<file path="src/rtl/param_width_serializer_if.sv">
// Handshake and serial-link signals of the parallel-to-serial transmitter.
// master = word source / link observer, slave = the serializer itself.
interface param_width_serializer_if #(
    parameter int WIDTH = 8
);
    logic             in_valid;
    logic             in_ready;
    logic [WIDTH-1:0] in_data;
    logic             ser_out;
    logic             ser_valid;
    logic             ser_last;
    logic             busy;

    modport master (
        output in_valid,
        output in_data,
        input  in_ready,
        input  ser_out,
        input  ser_valid,
        input  ser_last,
        input  busy
    );

    modport slave (
        input  in_valid,
        input  in_data,
        output in_ready,
        output ser_out,
        output ser_valid,
        output ser_last,
        output busy
    );
endinterface

</file>
<file path="src/rtl/param_width_serializer.sv">
// Parallel-to-serial transmitter: one WIDTH-bit word per frame, one bit per clock.
// Defining SER_PARITY_EN appends an even-parity beat that carries ser_last instead.
module param_width_serializer #(
    parameter int WIDTH     = 8,
    parameter bit LSB_FIRST = 1'b1
) (
    input  logic                    clk,
    input  logic                    rst_n,
    param_width_serializer_if.slave bus
);
    localparam int            CW       = (WIDTH > 1) ? $clog2(WIDTH) : 1;
    localparam logic [CW-1:0] LAST_IDX = CW'(WIDTH - 1);

`ifdef SER_PARITY_EN
    typedef enum logic [1:0] {IDLE = 2'd0, SHIFT = 2'd1, PARITY = 2'd2} state_t;
    localparam bit LAST_ON_DATA = 1'b0;
`else
    typedef enum logic [0:0] {IDLE = 1'b0, SHIFT = 1'b1} state_t;
    localparam bit LAST_ON_DATA = 1'b1;
`endif

    state_t           r_state;
    logic [WIDTH-1:0] r_word;
    logic [CW-1:0]    r_cnt;
    logic             r_ser_out;
    logic             r_ser_valid;
    logic             r_ser_last;
    logic             r_busy;

    logic [WIDTH-1:0] w_ord_in;
    logic [CW-1:0]    w_cnt_next;
    logic             w_last_data;
    logic             w_in_ready;
    logic             w_accept;

    // The word is stored in transmission order, so beat k always sends r_word[k].
    genvar gi;
    generate
        for (gi = 0; gi < WIDTH; gi++) begin : g_order
            if (LSB_FIRST) begin : g_lsb
                assign w_ord_in[gi] = bus.in_data[gi];
            end else begin : g_msb
                assign w_ord_in[gi] = bus.in_data[WIDTH-1-gi];
            end
        end
    endgenerate

`ifdef SER_PARITY_EN
    logic [WIDTH:0] w_par_chain;
    assign w_par_chain[0] = 1'b0;
    generate
        for (gi = 0; gi < WIDTH; gi++) begin : g_parity
            assign w_par_chain[gi+1] = w_par_chain[gi] ^ r_word[gi];
        end
    endgenerate
`endif

    assign w_cnt_next  = r_cnt + 1'b1;
    assign w_last_data = (r_state == SHIFT) && (r_cnt == LAST_IDX);

    // Ready on the final beat lets the next word follow with no gap cycle.
`ifdef SER_PARITY_EN
    assign w_in_ready = (r_state == IDLE) || (r_state == PARITY);
`else
    assign w_in_ready = (r_state == IDLE) || w_last_data;
`endif
    assign w_accept = bus.in_valid && w_in_ready;

    always_ff @(posedge clk) begin
        if (!rst_n) begin
            r_state     <= IDLE;
            r_word      <= '0;
            r_cnt       <= '0;
            r_ser_out   <= 1'b0;
            r_ser_valid <= 1'b0;
            r_ser_last  <= 1'b0;
            r_busy      <= 1'b0;
        end else if (w_accept) begin
            r_state     <= SHIFT;
            r_word      <= w_ord_in;
            r_cnt       <= '0;
            r_ser_out   <= w_ord_in[0];
            r_ser_valid <= 1'b1;
            r_ser_last  <= LAST_ON_DATA && (WIDTH == 1);
            r_busy      <= 1'b1;
        end else if ((r_state == SHIFT) && !w_last_data) begin
            r_cnt      <= w_cnt_next;
            r_ser_out  <= r_word[w_cnt_next];
            r_ser_last <= LAST_ON_DATA && (w_cnt_next == LAST_IDX);
`ifdef SER_PARITY_EN
        end else if (w_last_data) begin
            r_state    <= PARITY;
            r_ser_out  <= w_par_chain[WIDTH];
            r_ser_last <= 1'b1;
`endif
        end else begin
            r_state     <= IDLE;
            r_cnt       <= '0;
            r_ser_out   <= 1'b0;
            r_ser_valid <= 1'b0;
            r_ser_last  <= 1'b0;
            r_busy      <= 1'b0;
        end
    end

    assign bus.in_ready  = w_in_ready;
    assign bus.ser_out   = r_ser_out;
    assign bus.ser_valid = r_ser_valid;
    assign bus.ser_last  = r_ser_last;
    assign bus.busy      = r_busy;
endmodule

</file>
<file path="src/flat_wrapper.sv">
// flat-port wrapper written by rule: the top's interface ports become plain ports
module param_width_serializer_flat 
#(
    parameter int WIDTH     = 8,
    parameter bit LSB_FIRST = 1'b1
)
  (clk, rst_n, bus_in_valid, bus_in_data, bus_in_ready, bus_ser_out, bus_ser_valid, bus_ser_last, bus_busy);
  param_width_serializer_if #(.WIDTH(WIDTH)) bus_i ();
  input  logic clk;
  input  logic rst_n;
  input wire logic [$bits(bus_i.in_valid)-1:0] bus_in_valid;
  input wire logic [$bits(bus_i.in_data)-1:0] bus_in_data;
  output wire logic [$bits(bus_i.in_ready)-1:0] bus_in_ready;
  output wire logic [$bits(bus_i.ser_out)-1:0] bus_ser_out;
  output wire logic [$bits(bus_i.ser_valid)-1:0] bus_ser_valid;
  output wire logic [$bits(bus_i.ser_last)-1:0] bus_ser_last;
  output wire logic [$bits(bus_i.busy)-1:0] bus_busy;
  assign bus_i.in_valid = bus_in_valid;
  assign bus_i.in_data = bus_in_data;
  assign bus_in_ready = bus_i.in_ready;
  assign bus_ser_out = bus_i.ser_out;
  assign bus_ser_valid = bus_i.ser_valid;
  assign bus_ser_last = bus_i.ser_last;
  assign bus_busy = bus_i.busy;
  param_width_serializer #(.WIDTH(WIDTH), .LSB_FIRST(LSB_FIRST)) u_core (.clk(clk), .rst_n(rst_n), .bus(bus_i));
endmodule
</file>
<file path="config.mk">
export PLATFORM = sky130hd
export DESIGN_NAME = param_width_serializer_flat
export DESIGN_NICKNAME = d
export VERILOG_FILES = /design/src/rtl/param_width_serializer_if.sv /design/src/rtl/param_width_serializer.sv /design/src/flat_wrapper.sv
export SDC_FILE = /design/constraint.sdc
export NUM_CORES = 1
export LEC_CHECK = 0
export ABC_AREA = 1
export BUFFER_PORTS_ARGS = -buffer_cell sky130_fd_sc_hd__buf_2
export CORE_UTILIZATION = 35
export DETAILED_ROUTE_END_ITERATION = 10
export HOLD_SLACK_MARGIN = 0.15
export PLACE_DENSITY = 0.52
export REMOVE_ABC_BUFFERS = 1
export SYNTH_ARGS = -nofsm -noshare
export SYNTH_HDL_FRONTEND = slang
export SYNTH_SLANG_ARGS = --single-unit
</file>
<file path="constraint.sdc">
create_clock -name clk -period 1.6 [get_ports clk]
set_input_delay 0.16 -clock clk [delete_from_list [all_inputs] [get_ports clk]]
set_output_delay 0.16 -clock clk [all_outputs]
set_load 0.005 [all_outputs]
</file>
# ---- Word-level counts from Yosys, hierarchy flattened
# Cells that the tools add are included.
dict set report word_totals {
  reg_bits 14
  output_inout_bits 5
  wordCells 25
}
dict set report classes {
  n_addsub 1
  n_lt_le_gt_ge 1
  eq_ne 3
  mux 6
  bitwise 3
  n_reduce_logical 6
}
# cell count
set ops {}
lappend ops {{$eq A3 B3 Y1 const B} 2}
lappend ops {{$mux W1} 5}
lappend ops {{$lt A3 B4 Y1 const B} 1}
lappend ops {{$add A3 B1 Y3 const B} 1}
lappend ops {{$bmux W1 S3} 1}
lappend ops {{$logic_and A1 B1 Y1} 3}
lappend ops {{$not A1 Y1} 3}
lappend ops {{$reduce_or A3 Y1} 1}
lappend ops {{$ne A2 B1 Y1 const B} 1}
lappend ops {{$logic_not A1 Y1} 1}
lappend ops {{$logic_or A1 B1 Y1} 1}

# ---- Logic depth before layout (Yosys ltp)
# Gate-level depths: netlist of run 1.
dict set report depth {
  word_depth 6
  ltp_mapped 8
}

# ---- Worst setup path before layout of run 1
# OpenSTA, ideal clock, no wires.
dict set report synth_timing {
  kind {register -> register}
  from {register u_core.r_cnt[0]}
  to {register u_core.r_word[0]}
  t_arrival_ns 1.306
  required_ns 1.530
  slack_ns 0.224
  path_stages_with_launch 9
  n_path_buf 1
  period_less_slack_ns 1.376
  path_cell_list {dfxtp_1 ha_1 ha_1 nor2_4 inv_2 nand2_4 buf_8 nand2_2 a21oi_1}
}
dict set report synth_via {
  elab_chain_len 4
}
# item line_no
set synth_lines {}
lappend synth_lines {{start, declared} param_width_serializer.sv:24} ;# logic [CW-1:0] r_cnt;
lappend synth_lines {{start signal, assigned} param_width_serializer.sv:87} ;# r_cnt <= w_cnt_next;
lappend synth_lines {{$eq A3 B3 Y1} param_width_serializer.sv:59} ;# assign w_last_data = (r_state == SHIFT) && (r_cnt == LAST_IDX);
lappend synth_lines {{$logic_and A1 B1 Y1} param_width_serializer.sv:59}
lappend synth_lines {{$logic_or A1 B1 Y1} param_width_serializer.sv:65} ;# assign w_in_ready = (r_state == IDLE) || w_last_data;
lappend synth_lines {{named net bus_in_ready} flat_wrapper.sv:13} ;# output wire logic [$bits(bus_i.in_ready)-1:0] bus_in_ready;
lappend synth_lines {{$logic_and A1 B1 Y1} param_width_serializer.sv:67} ;# assign w_accept = bus.in_valid && w_in_ready;
lappend synth_lines {{end signal, assigned} param_width_serializer.sv:80} ;# r_word <= w_ord_in;
lappend synth_lines {{end, declared} param_width_serializer.sv:23} ;# logic [WIDTH-1:0] r_word;
# The timed path passes the listed nets, and every way through them passes these cells.
# A chain may end at the register's enable or synchronous reset.

# ---- Worst setup path after layout of run 1
dict set report layout_timing {
  from {register u_core.r_cnt[0]}
  to {output port bus_in_ready}
}
dict set report layout_via {
  elab_chain_len 3
}
# item line_no
set layout_lines {}
lappend layout_lines {{$eq A3 B3 Y1} param_width_serializer.sv:59}
lappend layout_lines {{$logic_and A1 B1 Y1} param_width_serializer.sv:59}
lappend layout_lines {{$logic_or A1 B1 Y1} param_width_serializer.sv:65}
lappend layout_lines {{end, declared} flat_wrapper.sv:13}
# Every way passes these cells.

==> impl_metrics.json, run 1 <==
{
  "outcome": "complete, no violations",
  "peakVddDrop_mv": 0.587,
  "utilization_pct": 44.3,
  "ys.flop_type": "dfxtp_1",
  "antenna_cells": 0,
  "final-setup-viol-count": 0,
  "drc": 0,
  "critPathArrivalTime_ps": 1350,
  "cts_root_buffer": "clkbuf_4",
  "num_rows": 15,
  "fin_skew_ps": 1.26,
  "routabilityCongestion": 0.687,
  "portBuffers": 15,
  "crit_path_end_kind": "primary output",
  "synth_cell_types": 17,
  "finalMaxSlewViolations": 0,
  "crit_required_ps": 1440,
  "leakagePower_nw": 0.364,
  "yosysTopAreaCell": "dfxtp_1",
  "cts.sink_count": 14,
  "synthArstFlopShare_pct": 0,
  "clock_latency_ps": 270,
  "synth_edf_count": 0,
  "drtIter0Drc": 5,
  "cts_tree": "yes",
  "tritoncts.num_buffers": 3,
  "synthCells": 76,
  "dpl_cell_area_sq_um": 732,
  "num_io_pins": 16,
  "grt_pass1_wl_um": 1610,
  "ys_top_cells_by_count": "dfxtp_1 (14), inv_1 (12), nand2_1 (10), a21oi_1 (8)",
  "stdcell_area_sq_um": 764,
  "fp.dieH_um": 44.8,
  "wl_per_cell_um": 8.29,
  "nets": 110,
  "max_freq_mhz": 662,
  "drt-pass1-iter-count": 4,
  "yosys.area.top_type_share_pct": 43.7,
  "seq_area_frac_synth_pct": 43.7,
  "grt_antenna_before_repair": 0,
  "drt-total-wl_um": 986,
  "multi_input_area_sq_um": 285,
  "vias_per_cell": 4.21,
  "dp_hpwl_um": 772,
  "p_per_area_nw_per_um2": 886,
  "yosysMostFrequentCell": "dfxtp_1",
  "slew_headroom_pct": 89.2,
  "clkTransAtPathRegs_ps": 80,
  "synth_area_sq_um": 641,
  "min_period_ps": 1510,
  "track_usage_pct": 11.3,
  "areaGrowthSynthToFinish_pct": 19.3,
  "drive_gt1_share_pct": 35.1,
  "fill_cells": 202,
  "antenna_left": 0,
  "ctsLongestPathBuffers": 2,
  "yosysWarnings": 0,
  "die_w_um": 44.8,
  "hold_viol": 0,
  "crit_type": "flip-flop to primary output",
  "worst_pin_slew_ps": 162,
  "core_area_sq_um": 1730,
  "synth.avg_cell_area_sq_um": 8.43,
  "dieArea_sq_um": 2010,
  "grt_max_degree": 17,
  "start_util_pct": 37.1,
  "cts_resized": 0,
  "grt_pass1_vias": 397,
  "synthTopCellsByArea": "dfxtp_1 (44%), nand3_2 (9.4%), inv_1 (7.0%)",
  "finalSetupTns_ps": 0,
  "htree_levels": 1,
  "start_kind": "flip-flop",
  "synth_seq_cells": 14,
  "rsz0062_at_grt": "false",
  "critPathMaxFanout": 3,
  "seqCellArea_sq_um": 280,
  "fin_crit_sh_pct": 94.3,
  "hold_path_class": "input port to flip-flop",
  "cap_violations": 0,
  "via_count": 501,
  "grt_overflow": 0
}
## flip-flops by register name, summed over array words and instances, names as in the netlist
signal                cells
u_core.bus.ser_out        1
u_core.r_cnt              3
u_core.r_word             8
u_core.bus.ser_valid      1
u_core.bus.ser_last       1
## power breakdown
| part | switching, W | leakage [nW] | internal, W |
|---|---|---|---|
| clock | 0.000103 | 0.0138 | 0.0000872 |
| sequential | 0.00000772 | 0.115 | 0.000370 |
| combinational | 0.0000628 | 0.235 | 0.0000459 |
| total | 0.000174 | 0.364 | 0.000503 |
## timing repair
action	CTS	global route
hold buffers	1	0
endpoints found under the hold margin	1	0
setup buffers	0	0
## metrics by stage
step / hold slack (ps) / cells / power [W] / setup slack [ps]
6_report: 155 / 119 / 0.000677 / 90.6
5_1_grt: 158 / 119 / 0.000725 / 28.0
4_1_cts: 156 / 119 / 0.000694 / 65.7
3_5_place_dp: 403 / 115 / 0.000495 / 148
3_3_place_gp: 402 / 115 / 0.000494 / 187
2_1_floorplan: 271 / 74 / 0.000458 / 195
## per-layer routing
layer	part of all wire, %	global-route usage, %	up-vias	routed length [um]
li1	-	-	278	-
met1	50	14.6	207	496
met2	43	16.2	14	421
met3	6.1	6.00	2	60
met4	0.81	3.64	0	8
met5	0	0	-	0
## worst paths after layout
check	to	start	cells after the start	slack, ps
worst max-delay path	bus_in_ready	u_core.r_cnt[0]	5	90
worst max register to register	u_core.r_word[0]	u_core.r_cnt[0]	8	160
worst min register to register	u_core.r_word[5]	u_core.r_word[5]	2	450
worst min-delay path	u_core.r_word[5]	bus_in_data[5]	3	150
## critical path, cell delays in order (launching register included)
cell and delay [ps]:
dfxtp_1 330, ha_1 200, ha_1 210, nor2_4 150, inv_2 70, buf_2 120
## layout by cell type, fill, tap and decap left out
master	n
nand2_1	10
nand3_2	6
dfxtp_1	14
clkbuf_4	3
nor2_1	6
ha_1	3
nand2_2	2
a21oi_1	8
inv_1	12
buf_4	1
nor2_4	1
dlygate4sd3_1	1
o21ai_1	1
inv_2	2
nand2_4	1
o21ai_0	6
buf_2	15
o21ai_2	1
a21oi_2	1
## cell families (layout without fill, tap and decap cells)
logic type      count (synthesis)  count (layout)  synth area share, %
simple gates                   26              26                 24.2
fa+ha+maj                       3               3                 5.86
buf+inv                        16              34                 11.7
compound gates                 17              17                 14.5
flops                          14              14                 43.8
## final cells by class
cell class                      instances  area share (%)
Multi-Input combinational cell         46            37.3
Tap cell                               25            4.09
Timing Repair Buffer                   17            12.1
Clock buffer                            3            2.95
Inverter                               14            6.87
Sequential cell                        14            36.7
No activity file was read; power rests on OpenSTA's default activity.
==> run 2: changes to the inputs <==
Settings changed: ABC_AREA 1 to not set, PLACE_DENSITY 0.52 to 0.53.
==> run 2 against run 1 <==
Sequential share of layout area decreased by 5.0 points. Wire length increased by 36%. Flip-flop and latch count unchanged. Core utilization increased by 12 points. Die area decreased by 3.0%. Register-to-register slack got worse by 100 ps. Total power increased by 9.7%. Fmax decreased by 2.3%. Clock skew increased by 0.78 ps. Global-route usage increased by 4.9 points. Via count increased by 6.6%. Non-clock buffer count increased by 12.
==> impl_metrics.json, run 2 <==
{
  "worst_pin_slew_ps": 235,
  "cts.sink_count": 14,
  "clkTransAtPathRegs_ps": 90,
  "via_count": 534,
  "layout_common_cells": "buf_2 (14), dfxtp_1 (13), o21ai_0 (9), nand3_1 (8), dlygate4sd3_1 (8)",
  "crit_chain": "buf_6 > ha_4 > ha_4 > nor2b_1 > buf_4 > inv_6 > buf_6",
  "grt_overflow": 0,
  "synth_area_sq_um": 621,
  "seq_area_frac_synth_pct": 45.2,
  "r2r_start": "u_core.r_cnt[0]",
  "synthCells": 64,
  "min_period_ps": 1550,
  "hp-start": "rst_n",
  "synthArstFlopShare_pct": 0,
  "min_to": "u_core.r_cnt[0]",
  "worst_path_max_delay_cell": "dfxtp_2",
  "routabilityCongestion": 0.656,
  "clock_latency_ps": 270,
  "dieArea_sq_um": 1950,
  "fp.dieH_um": 44.1,
  "areaGrowthSynthToFinish_pct": 43.3,
  "grt_pass1_wl_um": 2240,
  "synth_seq_cells": 14,
  "finalMaxSlewViolations": 0,
  "antenna_cells": 0,
  "synth.avg_cell_area_sq_um": 9.70,
  "drc": 0,
  "grt_pass1_vias": 506,
  "core_area_sq_um": 1580,
  "stdcell_area_sq_um": 890,
  "hold_path_depth": 3,
  "tritoncts.num_buffers": 3,
  "peakVddDrop_mv": 0.506,
  "start_util_pct": 39.4,
  "leakagePower_nw": 0.396,
  "fin_crit_sh_pct": 96.6,
  "r2r_setup_slack_ps": 60,
  "drt-total-wl_um": 1340,
  "max_stage_delay_ps": 330,
  "finalSetupTns_ps": 0,
  "crit_type": "flip-flop to primary output",
  "yosysTopAreaCell": "dfxtp_1",
  "crit_path_end_kind": "primary output",
  "crit_required_ps": 1440,
  "cts_tree": "yes",
  "rsz0062_at_grt": "true",
  "cts_root_buffer": "clkbuf_4",
  "top_regs": "u_core.r_word (8), u_core.r_cnt (3)",
  "synth_cell_types": 20,
  "crit_buf_inv": 4,
  "max_freq_mhz": 647,
  "start_kind": "flip-flop",
  "reg2reg_to": "u_core.bus.ser_out",
  "dpl_cell_area_sq_um": 699,
  "num_rows": 14,
  "hold_path_class": "input port to flip-flop",
  "track_usage_pct": 16.2,
  "ys.flop_type": "dfxtp_1",
  "hold_ws_ps": 219,
  "reg2reg_depth": 5,
  "total_power_w": 0.000743,
  "nets": 107,
  "slew_headroom_pct": 84.3,
  "largest_reg_flops": 8,
  "path_delay_family": "buffers and inverters",
  "synth_edf_count": 0,
  "drive_gt1_share_pct": 34.8,
  "ys_top_cells_by_count": "dfxtp_1 (14), o21ai_0 (9), nand3_1 (8), a21boi_0 (6), mux2i_1 (4)",
  "fin_skew_ps": 2.04,
  "largest-register": "u_core.r_word",
  "final_common_cell": "buf_2",
  "yosysWarnings": 0,
  "dpl_worst_slack_ps": 9.59,
  "critPathArrivalTime_ps": 1390,
  "yosys.area.top_type_share_pct": 45.2,
  "drtIter0Drc": 7,
  "die_w_um": 44.1,
  "final-setup-viol-count": 0,
  "antenna_left": 0,
  "vias_per_cell": 4.94,
  "yosysMostFrequentCell": "dfxtp_1",
  "hold_viol": 0,
  "cap_violations": 0,
  "critPathMaxFanout": 2,
  "p_per_area_nw_per_um2": 835,
  "synthTopCellsByArea": "dfxtp_1 (45%), o21ai_0 (7.3%), a21boi_0 (7.3%)",
  "outcome": "complete, no violations",
  "finalWorstSetupSlack_ps": 54.6,
  "grt_max_degree": 13,
  "htree_levels": 1,
  "num_io_pins": 16,
  "grt_antenna_before_repair": 0,
  "wl_per_cell_um": 12.4,
  "drt-pass1-iter-count": 2,
  "ctsLongestPathBuffers": 2,
  "portBuffers": 15
}
-- run 2: changes by cell type in the layout (fill, tap and decap cells not counted), moves of 6 or more --
cell,delta
a21boi_0,+6
a21oi_1,-8
nand3_1,+8
dlygate4sd3_1,+7
nand2_1,-9
inv_1,-10
nand3_2,-6
-- run 2: metal layers --
| metal | part of all wire [%] | routed length, um | vias up | track usage (%) |
|---|---|---|---|---|
| li1 | - | - | 280 | - |
| met1 | 50 | 671 | 241 | 20.7 |
| met2 | 46 | 618 | 13 | 26.2 |
| met3 | 3.5 | 47 | 0 | 3.67 |
| met4 | 0 | 0 | 0 | 7.27 |
| met5 | 0 | 0 | - | 0 |
-- run 2: repair_timing --
item	4_1_cts	5_1_grt
hold endpoints to repair	8	0
hold buffers	8	0
setup buffers	2	2
endpoints found under the setup margin	2	4
pin swaps	0	0
gates resized for setup	8	2
-- run 2: cell families after synthesis --
group / synth area share (%)
compound gates: 19.6
mux: 10.1
buf+inv: 6.85
fa+ha+maj: 6.05
simple gates: 12.3
flops: 45.2
-- run 2: how the worst max path moves through the flow --
| stage | start | end | slack, ps | cells past startpoint |
|---|---|---|---|---|
| after detailed placement | u_core.r_cnt[0] | u_core.bus.ser_out | 10 | 5 |
| after floorplan | u_core.r_cnt[0] | u_core.r_word[0] | 8 | 6 |
| final | u_core.r_cnt[0] | bus_in_ready | 50 | 7 |
| after global placement | u_core.r_cnt[0] | u_core.bus.ser_out | 60 | 5 |
| after global routing | u_core.r_cnt[0] | bus_in_ready | -7 | 7 |
| after CTS | u_core.r_cnt[0] | bus_in_ready | 20 | 7 |
-- run 2: stage by stage --
step	std cells	utilization [%]
2_1_floorplan	59	-
3_3_place_gp	92	44.4
3_5_place_dp	92	44.4
4_1_cts	106	54.4
5_1_grt	108	56.4
6_report	108	56.4
-- run 2: report_power, final --
part | switching (W) | internal [W]
clock network | 0.000113 | 0.000138
registers | 0.00000806 | 0.000365
logic | 0.0000522 | 0.0000658
-- run 2: layout make-up --
class                           instances  area, sq um
Tap cell                               16         20.0
Clock buffer                            4         36.3
Timing Repair Buffer                   29          210
Inverter                                3         16.3
Fill cell                             161          687
Multi-Input combinational cell         42          325
Sequential cell                        14          282
-- run 2: worst reg2reg max path, stage by stage (launching register included) --
cell     delay (ps)
dfxtp_2         340
inv_1            40
ha_2            390
mux2i_1          90
mux4_2          480
a21oi_2         140
